==> src/rtl/cskipa_multicycle_ctrl_if.sv <==
// Operand/result handshake bundle for the time-multiplexed carry-skip adder.
// The slave modport is the adder's view. The master modport is the producer/consumer view.
interface cskipa_multicycle_ctrl_if #(
  parameter int WIDTH = 80
);
  logic             i_valid;
  logic             o_ready;
  logic [WIDTH-1:0] i_add_term1;
  logic [WIDTH-1:0] i_add_term2;
  logic             i_cin;
  logic             o_valid;
  logic             i_ready;
  logic [WIDTH-1:0] sum;
  logic             cout;
  logic             ovf;
  logic             busy;

  modport slave (
    input  i_valid, i_add_term1, i_add_term2, i_cin, i_ready,
    output o_ready, o_valid, sum, cout, ovf, busy
  );

  modport master (
    output i_valid, i_add_term1, i_add_term2, i_cin, i_ready,
    input  o_ready, o_valid, sum, cout, ovf, busy
  );
endinterface

==> src/rtl/cskipa_multicycle_ctrl.sv <==
// Wide adder built from one shared SLICE-bit carry-skip slice, reused one slice per clock.
// The carry is registered between passes, and the LSB slice is computed first.
module cskipa_multicycle_ctrl #(
  parameter int WIDTH = 80,
  parameter int SLICE = 20
) (
  input  logic                    clk,
  input  logic                    rst_n,
  cskipa_multicycle_ctrl_if.slave bus
);
  localparam int NSLICE = WIDTH / SLICE;
  localparam int NGROUP = SLICE / 4;
  localparam int CW     = (NSLICE > 1) ? $clog2(NSLICE) : 1;

  typedef enum logic [1:0] {IDLE, RUN, DONE} state_t;

  state_t           state_q, state_d;
  logic [WIDTH-1:0] a_q, a_d;
  logic [WIDTH-1:0] b_q, b_d;
  logic [WIDTH-1:0] sum_q, sum_d;
  logic             carry_q, carry_d;
  logic [CW-1:0]    cnt_q, cnt_d;
  logic             cout_q, cout_d;
  logic             ovf_q, ovf_d;

  logic [SLICE-1:0] a_slice, b_slice, slice_sum;
  logic             slice_cout, slice_c_msb;

  assign a_slice = a_q[int'(cnt_q)*SLICE +: SLICE];
  assign b_slice = b_q[int'(cnt_q)*SLICE +: SLICE];

  // Ripple inside each 4-bit group. When every propagate bit of the group is set,
  // the group carry-in skips straight to the group carry-out.
  always_comb begin
    logic c, gcin, gp, rc, p, gen;
    int   idx;
    slice_sum   = '0;
    slice_c_msb = 1'b0;
    c           = carry_q;
    gcin        = 1'b0;
    gp          = 1'b0;
    rc          = 1'b0;
    p           = 1'b0;
    gen         = 1'b0;
    idx         = 0;
    for (int g = 0; g < NGROUP; g++) begin
      gcin = c;
      gp   = 1'b1;
      rc   = c;
      for (int bit_i = 0; bit_i < 4; bit_i++) begin
        idx            = g * 4 + bit_i;
        p              = a_slice[idx] ^ b_slice[idx];
        gen            = a_slice[idx] & b_slice[idx];
        slice_sum[idx] = p ^ rc;
        if (idx == SLICE - 1) slice_c_msb = rc;
        rc             = gen | (p & rc);
        gp             = gp & p;
      end
      c = gp ? gcin : rc;
    end
    slice_cout = c;
  end

  always_comb begin
    state_d = state_q;
    a_d     = a_q;
    b_d     = b_q;
    sum_d   = sum_q;
    carry_d = carry_q;
    cnt_d   = cnt_q;
    cout_d  = cout_q;
    ovf_d   = ovf_q;
    case (state_q)
      IDLE: begin
        if (bus.i_valid) begin
          a_d     = bus.i_add_term1;
          b_d     = bus.i_add_term2;
          carry_d = bus.i_cin;
          cnt_d   = '0;
          state_d = RUN;
        end
      end
      RUN: begin
        sum_d[int'(cnt_q)*SLICE +: SLICE] = slice_sum;
        carry_d = slice_cout;
        if (cnt_q == CW'(NSLICE - 1)) begin
          cout_d  = slice_cout;
          ovf_d   = slice_cout ^ slice_c_msb;
          state_d = DONE;
        end else begin
          cnt_d = cnt_q + 1'b1;
        end
      end
      DONE: begin
        if (bus.i_ready) state_d = IDLE;
      end
      default: state_d = IDLE;
    endcase
  end

  always_ff @(posedge clk) begin
    if (!rst_n) begin
      state_q <= IDLE;
      a_q     <= '0;
      b_q     <= '0;
      sum_q   <= '0;
      carry_q <= 1'b0;
      cnt_q   <= '0;
      cout_q  <= 1'b0;
      ovf_q   <= 1'b0;
    end else begin
      state_q <= state_d;
      a_q     <= a_d;
      b_q     <= b_d;
      sum_q   <= sum_d;
      carry_q <= carry_d;
      cnt_q   <= cnt_d;
      cout_q  <= cout_d;
      ovf_q   <= ovf_d;
    end
  end

  assign bus.o_ready = (state_q == IDLE);
  assign bus.o_valid = (state_q == DONE);
  assign bus.busy    = (state_q == RUN) || (state_q == DONE);
  assign bus.sum     = sum_q;
  assign bus.cout    = cout_q;
  assign bus.ovf     = ovf_q;
endmodule

==> src/flat_wrapper.sv <==
// flat-port wrapper written by rule: the top's interface ports become plain ports
module cskipa_multicycle_ctrl_flat 
#(
  parameter int WIDTH = 80,
  parameter int SLICE = 20
)
  (clk, rst_n, bus_i_valid, bus_i_add_term1, bus_i_add_term2, bus_i_cin, bus_i_ready, bus_o_ready, bus_o_valid, bus_sum, bus_cout, bus_ovf, bus_busy);
  cskipa_multicycle_ctrl_if #(.WIDTH(WIDTH)) bus_i ();
  input  logic clk;
  input  logic rst_n;
  input wire logic [$bits(bus_i.i_valid)-1:0] bus_i_valid;
  input wire logic [$bits(bus_i.i_add_term1)-1:0] bus_i_add_term1;
  input wire logic [$bits(bus_i.i_add_term2)-1:0] bus_i_add_term2;
  input wire logic [$bits(bus_i.i_cin)-1:0] bus_i_cin;
  input wire logic [$bits(bus_i.i_ready)-1:0] bus_i_ready;
  output wire logic [$bits(bus_i.o_ready)-1:0] bus_o_ready;
  output wire logic [$bits(bus_i.o_valid)-1:0] bus_o_valid;
  output wire logic [$bits(bus_i.sum)-1:0] bus_sum;
  output wire logic [$bits(bus_i.cout)-1:0] bus_cout;
  output wire logic [$bits(bus_i.ovf)-1:0] bus_ovf;
  output wire logic [$bits(bus_i.busy)-1:0] bus_busy;
  assign bus_i.i_valid = bus_i_valid;
  assign bus_i.i_add_term1 = bus_i_add_term1;
  assign bus_i.i_add_term2 = bus_i_add_term2;
  assign bus_i.i_cin = bus_i_cin;
  assign bus_i.i_ready = bus_i_ready;
  assign bus_o_ready = bus_i.o_ready;
  assign bus_o_valid = bus_i.o_valid;
  assign bus_sum = bus_i.sum;
  assign bus_cout = bus_i.cout;
  assign bus_ovf = bus_i.ovf;
  assign bus_busy = bus_i.busy;
  cskipa_multicycle_ctrl #(.WIDTH(WIDTH), .SLICE(SLICE)) u_core (.clk(clk), .rst_n(rst_n), .bus(bus_i));
endmodule
==> config.mk <==
export PLATFORM = sky130hd
export DESIGN_NAME = cskipa_multicycle_ctrl_flat
export DESIGN_NICKNAME = d
export VERILOG_FILES = /design/src/rtl/cskipa_multicycle_ctrl_if.sv /design/src/rtl/cskipa_multicycle_ctrl.sv /design/src/flat_wrapper.sv
export SDC_FILE = /design/constraint.sdc
export NUM_CORES = 1
export LEC_CHECK = 0
export ABC_AREA = 1
export CAP_MARGIN = 0
export CORE_ASPECT_RATIO = 0.9
export CORE_MARGIN = 1
export CORE_UTILIZATION = 45
export CTS_CLUSTER_DIAMETER = 150
export DETAILED_ROUTE_END_ITERATION = 16
export HOLD_SLACK_MARGIN = 0.06
export PLACE_DENSITY = 0.72
export SLEW_MARGIN = 30
export SYNTH_ARGS = -nofsm -noshare
export SYNTH_HDL_FRONTEND = slang
export SYNTH_SLANG_ARGS = --single-unit
==> constraint.sdc <==
create_clock -name clk -period 22.2 [get_ports clk]
set_input_delay 2.22 -clock clk [delete_from_list [all_inputs] [get_ports clk]]
set_output_delay 2.22 -clock clk [all_outputs]
set_load 0.02 [all_outputs]
==> results of run 1 <==
metal layers:
layer,vias to the layer above,share of wire (%),GRT usage (%)
met4,0,2.8,7.670
met5,-,0,0
met2,390,46,44.98
met1,5406,45,35.97
li1,5772,-,-
met3,66,5.9,3.887
worst paths after layout:
check                     startpoint  cells past startpoint  slack [ns]            endpoint
setup / recovery     u_core.cnt_q[1]                     42       10.40  u_core.bus.sum[23]
hold / removal    u_core.bus.sum[52]                      2        0.46  u_core.bus.sum[52]
setup reg to reg     u_core.cnt_q[1]                     42       10.40  u_core.bus.sum[23]
hold reg to reg   u_core.bus.sum[52]                      2        0.46  u_core.bus.sum[52]
worst max-delay path, delay by kind of cell (launching register included):
family | cells | cell delay, ns
AND/OR/NAND/NOR | 7 | 0.84
multiplexers | 2 | 0.38
adder cells (fa/ha/maj) | 20 | 7.75
flip-flops | 1 | 0.40
buffers and inverters | 7 | 1.28
AO/OA/AOI/OAI | 6 | 0.96
per-stage QoR:
step	power, mW	utilization (%)	area, µm²
after detailed placement	0.8658	55.28	14370
after global placement	0.8611	55.28	14370
after global routing	1.366	58.58	15230
after floorplan	0.7426	-	11900
final	1.300	58.58	15230
after CTS	1.301	58.54	15220
registers in the layout, indices dropped and copies added, names as in the netlist:
name and count:
u_core.carry_q 1, u_core.bus.sum 80, u_core.a_q 80, u_core.bus.ovf 1, u_core.cnt_q 2, u_core.b_q 80, u_core.state_q 2, u_core.bus.cout 1
area by class of cell:
type	instances	area [µm²]	area share, %
Multi-Input combinational cell	1199	6076	39.90
Sequential cell	247	4949	32.50
Timing Repair Buffer	260	2572	16.89
Clock buffer	36	716.9	4.708
Tap cell	348	435.4	2.859
Inverter	90	345.3	2.268
Clock inverter	9	132.6	0.8710
power breakdown:
part	total (mW)	switching (mW)	internal (mW)	leakage [nW]
logic	0.354	0.225	0.128	3.42
registers	0.508	0.0247	0.483	2.03
clock network	0.439	0.179	0.260	0.411
total	1.30	0.429	0.871	5.86
kinds of logic (layout without fill, tap and decap cells):
family,Yosys count,after routing,share of synthesized area [%]
DFF,247,247,41.56
buffers and inverters,211,395,7.509
adders and majority gates,49,49,6.415
muxes,6,6,0.5048
AOI/OAI and AO/OA,434,434,20.54
and+or+nand+nor,710,710,23.47
synthesized netlist by cell type (12+ instances only):
library cell | n | area, µm²
a21oi_1 | 126 | 630.6
a32oi_1 | 36 | 315.3
buf_2 | 35 | 175.2
clkbuf_1 | 75 | 281.5
dfxtp_1 | 247 | 4945
fa_1 | 20 | 400.4
ha_1 | 29 | 362.9
inv_1 | 79 | 296.5
nand2_1 | 301 | 1130
nand3_1 | 26 | 130.1
nor2_1 | 362 | 1359
o21ai_0 | 204 | 1021
o21ai_1 | 12 | 60.06
o22ai_1 | 28 | 175.2
placed cells by master (no fill, tap or decap), types with 2 or more instances in the layout:
master / instances
clkbuf_1: 6
clkdlybuf4s50_1: 248
o21ai_0: 204
nor3_1: 5
nand3_1: 26
or2_1: 4
o22ai_2: 4
a221oi_1: 2
o2111ai_1: 6
clkbuf_8: 5
a22oi_1: 2
inv_1: 78
mux2i_1: 6
buf_4: 12
dfxtp_1: 246
o22ai_1: 28
nand4_1: 3
nor2_1: 362
nand2_1: 300
fa_1: 20
nor2_4: 3
o211ai_1: 7
a32oi_1: 36
ha_1: 28
bufinv_16: 3
o21ai_1: 12
inv_2: 7
a31oi_1: 2
inv_6: 2
inv_4: 3
clkinv_2: 2
clkinv_1: 2
clkinvlp_4: 2
nor3_4: 2
a21oi_1: 126
clkbuf_16: 25
==> results by stage, run 1 <==
Detailed routing:
- The final routed DRC violation total is 0.
- For this run, the detailed router's first-pass iteration total came to 5.
- The total wire length after detailed routing is 36780 µm.
- The antenna violation net count after detailed routing is 0.
- Dividing the detail-routed wire length by the instance count gives between 15 and 20 µm.
- The overall via count from detail_route is 11630.
- The detail-routed via count per cell is around 5.3.
- After the first detailed-routing iteration, the DRC count stood at 946.

Worst setup path:
- STA classifies the critical path startpoint as a flip-flop.
- On the critical path, the stage with the largest delay is an instance of buf_4.
- The type of the setup path with the least slack is reg2reg.
- At the worst endpoint, the arrival time is between 10 and 15 ns.
- The cell with the most instances on the worst path is fa_1.
- Of all nets on the critical path, the largest fanout is 57.
- The largest single stage delay on the critical path is 0.56 ns.
- The worst setup path is captured at a flip-flop.
- Data on the critical path is required at its endpoint by 22.57 ns.

STA:
- The hold violation count in the final report came to 0.
- The pin slew with the least headroom to its limit is 0.8785 ns.
- The worst-case hold slack is about 0.46 ns.
- The worst pin sits at a relative slew slack of around 41%.
- For this run, the top clock speed supported by timing is 84.75 MHz.
- The post-layout minimum cycle time is 11.80 ns.
- In the finished design, the share of the clock period the worst path needs comes to a little over half.
- After layout, the worst setup slack is about 10 ns.
- After routing, the total negative slack on setup checks comes to 0 ns.
- The final count of pins violating max slew was 0.
- Between clock sinks in the finished design, the worst skew comes to ~0.022 ns.
- The number of failing setup endpoints in the final timing report is 0.
- Setup repair after global routing left no endpoint under its margin.

Placed design:
- Routability-driven placement finished with a final weighted congestion of ~0.92.
- Before CTS, the worst setup slack after placement is about 11 ns.
- The half-perimeter wire length after placement is between 20000 and 30000 µm.
- The number of port buffers is about 250.
- The number of cells in the design after placement is approximately 2100.

Power:
- The total power divided by cell area is approximately 85 nW/µm².
- In this run the static leakage power is around 5.9 nW.
- Across the VDD grid, the largest voltage drop is 0.00005858 V.

Synth:
- The average size of a mapped cell is 7.180 µm².
- The number of nets produced by synthesis is between 1500 and 2000.
- The synthesized design contains 0 enable-type register cells.
- Synthesis handed over a netlist of 1657 instances.
- In the synthesized netlist the async set-or-reset flop fraction comes to 0%.
- For this run, the leading register cell type out of synthesis is dfxtp_1.
- The cell area after synthesis is 11900 µm².
- During synthesis, Yosys emitted a total of 0 warnings.
- The count of unique library cells instantiated by Yosys is 42.
- The register bit total from synthesis is about 250.
- For this run, the register share of the synthesized area comes to 41.56%.

Job:
- The tool flagged a number of max-cap violations equal to 0.

Clock tree:
- The CTS H-tree depth is 1.
- The hold-fix buffer count after cts is 0.
- The clock sink count is 247.
- Buffers inserted during clock tree synthesis total 25.
- The post-CTS setup buffer count is 0.
- The root buffer cell chosen for the clock tree is clkbuf_16.
- The largest buffer count on any clock path is 3.
- The source-to-sink clock delay at the later pin of the worst-skew pair is 0.54 ns.
- Once the clock tree was built, the resizer swapped 0 gates to a different size.
- The clock transition at the registers of the reported paths is approximately 0.060 ns.
- The TritonCTS clock tree is done.

Min path:
- The worst hold path belongs to the class reg2reg.

Layout:
- The antenna diode count is 0.
- The post-synthesis to final-layout area growth is 27.98%.
- The layout cell share with drive strength beyond 1 is roughly 4.2%.
- The number of fillers in the final layout is between 2000 and 2500.
- The final cell count without fillers is ~2200.
- At the end of the flow, the number of nets in the layout was a little over 2000.

Die:
- The floorplan die area is 27090 µm².
- The row count is 56.
- During I/O placement, the number of pins put on the boundary was 250.
- The initial core utilization is 45.77%.
- The floorplan step set the die width to approximately 170 µm.
- The area inside the core boundary is 25990 µm².
- The overall die height is about 160 µm.

GRT:
- The total overflow left after global routing is 0.
- The first-pass GRT wire length is between 50000 and 60000 µm.
- The number of antenna violations at the first check in global routing was 0.
- The global-route usage over all layers is approximately 27%.
- Entering global routing, the biggest net connects 99 pins.
- The number of global-route vias before repair came to 10970.

Run status:
- The run finished with clean final reports.
(Power assumes the default switching activity.)
==> run 2: changes to the inputs <==
- clock period: 22.2 -> 12 ns (I/O delays scaled with it)
==> run 2 against run 1 <==
Compared with the run above:
- sequential share of layout area barely moved
- hold slack improved by 0.0030 ns
- fmax rose by 4.1%
- clock skew rose by 0.0026 ns
- register-to-register slack got worse by 9.7 ns
- wire length rose by 0.46%
- final area barely moved
- largest power group unchanged
==> results by stage, run 2 (synthesis results as in run 1) <==
GRT:
- The number of antenna violations at the first check in global routing was 0 (unchanged).
- The pin count of the biggest net entering global routing was 144 (+45%).
- The met3 track utilization from global routing came to 3.353% (-0.53 points).
- The first-pass GRT wire length is 58190 µm (+0.45%).
- The met2 demand-to-capacity share in global routing is 44.92% (-0.057 points).
- The remaining global-route overflow came to 0 (unchanged).
- The met1 demand-to-capacity share in global routing is 36.75% (+0.78 points).
- The number of global-route vias before repair is 11020 (+0.39%).
- In this run the most used layer during global routing was met2.
- The global-route usage over all layers came to 26.85% (about the same).

STA:
- The ratio of final minimum period to clock period is 94.48% (+41 points).
- The maximum clock frequency came to 88.20 MHz (+4.1%).
- The hold violation count in the final report came to 0 (unchanged).
- The worst setup skew after layout is 0.02439 ns (+0.002606 ns).
- The final count of pins violating max slew is 0 (unchanged).
- The tightest slew margin relative to the limit is 41.71% (+0.34 points).
- Setup repair after global routing left no endpoint under its margin.
- The setup TNS is 0 ns (unchanged).
- The number of failing setup endpoints in the final timing report is 0 (unchanged).
- The post-layout minimum cycle time is 11.34 ns (-0.4617 ns).
- The worst-case hold slack is 0.4668 ns (+0.003012 ns).
- The pin slew with the least headroom to its limit is 0.8734 ns (-0.005061 ns).
- The post-route worst setup slack was 0.6619 ns (-9.738 ns).

Clock tree:
- The root buffer selected by CTS is clkbuf_16.
- The post-CTS setup buffer count is 0 (unchanged).
- The number of buffers created by CTS is 26 (+4.0%).
- The largest buffer count on any clock path is 3 (unchanged).
- The source-to-sink clock delay at the later pin of the worst-skew pair is 0.55 ns (about the same).
- The number of resized instances in the post-cts repair step is 0 (unchanged).
- The clock sink count is 247 (unchanged).
- The clock transition at the registers of the reported paths was 0.06 ns (about the same).
- The hold-fix buffer count after cts is 0 (unchanged).
- The CTS H-tree depth was 1 (unchanged).
- The TritonCTS clock tree is done.

Detailed routing:
- The detail-routed net length per standard cell is 16.87 µm (+0.37%).
- The antenna violation net count after detailed routing came to 0 (unchanged).
- The detail-routed via count per cell is 5.323 (+0.15%).
- The final routed DRC violation total is 0 (unchanged).
- The total wire length after detailed routing is 36950 µm (+0.46%).
- The overall via count from detail_route is 11660 (+0.24%).
- The number of DRC markers in iteration 0 is 1091 (+15%).
- The number of detailed-route iterations in the first pass is 5 (unchanged).

Worst setup path:
- The count of cells along the worst register-to-register path is 40 (-4.8%).
- In this run the critical register-to-register path is launched from u_core.cnt_q[0].
- The maximum fanout encountered on the critical timing path is 62 (+8.8%).
- The type of the setup path with the least slack is reg2reg.
- The critical path data arrival time came to 11.72 ns (-0.45 ns).
- Among cell families on the critical path, the largest total delay comes from adder cells.
- The data required time at the worst endpoint is 12.38 ns (-10.19 ns).
- The worst setup slack for register-to-register paths is 0.66 ns (-9.74 ns).
- The critical path buffer and inverter count is 5 (-2).
- The endpoint identified for the worst register-to-register timing path is u_core.bus.sum[55].
- The startpoint class of the critical path is a flip-flop.
- The cell with the most instances on the worst path is fa_1.
- Tracing the worst setup path back leads to its startpoint at u_core.cnt_q[0].
- The endpoint type of the worst setup path is a flip-flop.
- The slowest stage of the critical path belongs to the cell dfxtp_4.
- The critical path's largest stage delay was 0.76 ns (+0.20 ns).

Layout:
- The layout cell share with drive strength beyond 1 is 4.341% (+0.10 points).
- The antenna diode count is 0 (unchanged).
- The final cell count without fillers is 2191 (+0.091%).
- The net count reported at finish came to 2040 (+0.15%).
- Leaving out fill and tap cells, the most frequent cell in the layout is nor2_1.
- The post-synthesis to final-layout area growth is 27.93% (about the same).
- The number of fillers in the final layout is 2415 (+0.041%).
- In the layout the commonest cells are 362 x nor2_1, 300 x nand2_1, 248 x clkdlybuf4s50_1, 246 x dfxtp_1, 204 x o21ai_0.

Min path:
- The destination of the worst hold path is u_core.bus.sum[25].
- The min-delay analysis places its worst path in the category reg2reg.
- The worst hold path depth came to 2 (unchanged).
- In this run the most critical hold path is launched from u_core.bus.sum[25].

Die:
- The die width is 173.4 µm (unchanged).
- The row count came to 56 (unchanged).
- The overall die height came to 156.3 µm (unchanged).
- The floorplan die area is 27090 µm² (unchanged).
- The I/O pin total is 250 (unchanged).
- The area inside the core boundary is 25990 µm² (unchanged).
- The initial core utilization is 45.77% (unchanged).

Power:
- The static leakage power is 5.856 nW (about the same).
- The total power divided by cell area was 156.3 nW/µm² (+83%).
- The worst ir drop on vdd is 0.0001042 V (+78%).

Placed design:
- The final estimated routing congestion in global placement is 0.9506 (+2.9%).
- The pre-CTS worst setup slack came to 0.7675 ns (-9.735 ns).
- The number of port buffers was 249 (unchanged).
- The number of cells in the design after placement is 2146 (+0.093%).
- The half-perimeter wire length after placement is 27310 µm (+1.5%).

Job:
- The max-cap check violation count is 0 (unchanged).

Run status:
- The run finished with clean final reports.
## run 2: worst reg2reg max path, delay by kind of cell (launching register included)
family	cells	cell delay [ns]
fa+ha+maj	20	7.69
compound gates	6	1.02
simple gates	7	0.85
flops	1	0.76
buf+inv	5	0.42
mux	2	0.41
## run 2: final cells by class
type / count / area [µm²] / area share (%)
clock inverters: 10 / 98.84 / 0.6494
flip-flops and latches: 247 / 4949 / 32.51
inverters: 90 / 345.3 / 2.269
multi-input cells: 1199 / 6073 / 39.90
well taps: 348 / 435.4 / 2.861
repair buffers: 262 / 2595 / 17.05
clock buffers: 35 / 724.4 / 4.760
## run 2: power breakdown
group | internal (mW) | switching, mW
logic | 0.238 | 0.415
registers | 0.894 | 0.0513
clock network | 0.445 | 0.335
## run 2: worst max path at each step
stage                    endpoint  slack [ns]  cells past startpoint
6_report       u_core.bus.sum[55]        0.66                     40
5_1_grt        u_core.bus.sum[23]        0.14                     42
4_1_cts        u_core.bus.sum[55]        0.72                     40
3_5_place_dp   u_core.bus.sum[55]        0.77                     40
3_3_place_gp   u_core.bus.sum[55]        0.95                     40
2_1_floorplan  u_core.bus.sum[55]        1.41                     44
## run 2: through the flow
stage	instance area [µm²]	total power [mW]	utilization [%]
after floorplan	11900	1.374	-
after global placement	14380	1.600	55.33
after detailed placement	14390	1.606	55.35
after CTS	15210	2.380	58.51
after global routing	15220	2.495	58.55
final	15220	2.379	58.55
## run 2: layer usage
metal | share of wire, % | vias up
li1 | - | 5787
met1 | 45 | 5416
met2 | 47 | 400
met3 | 5.9 | 59
met4 | 2.2 | 0
met5 | 0 | -
==> run 3: changes to the inputs <==
- CAP_MARGIN: 0 -> 20
==> results of run 3 <==
No change in the layout: final DEF, timing and power equal those of run 2.
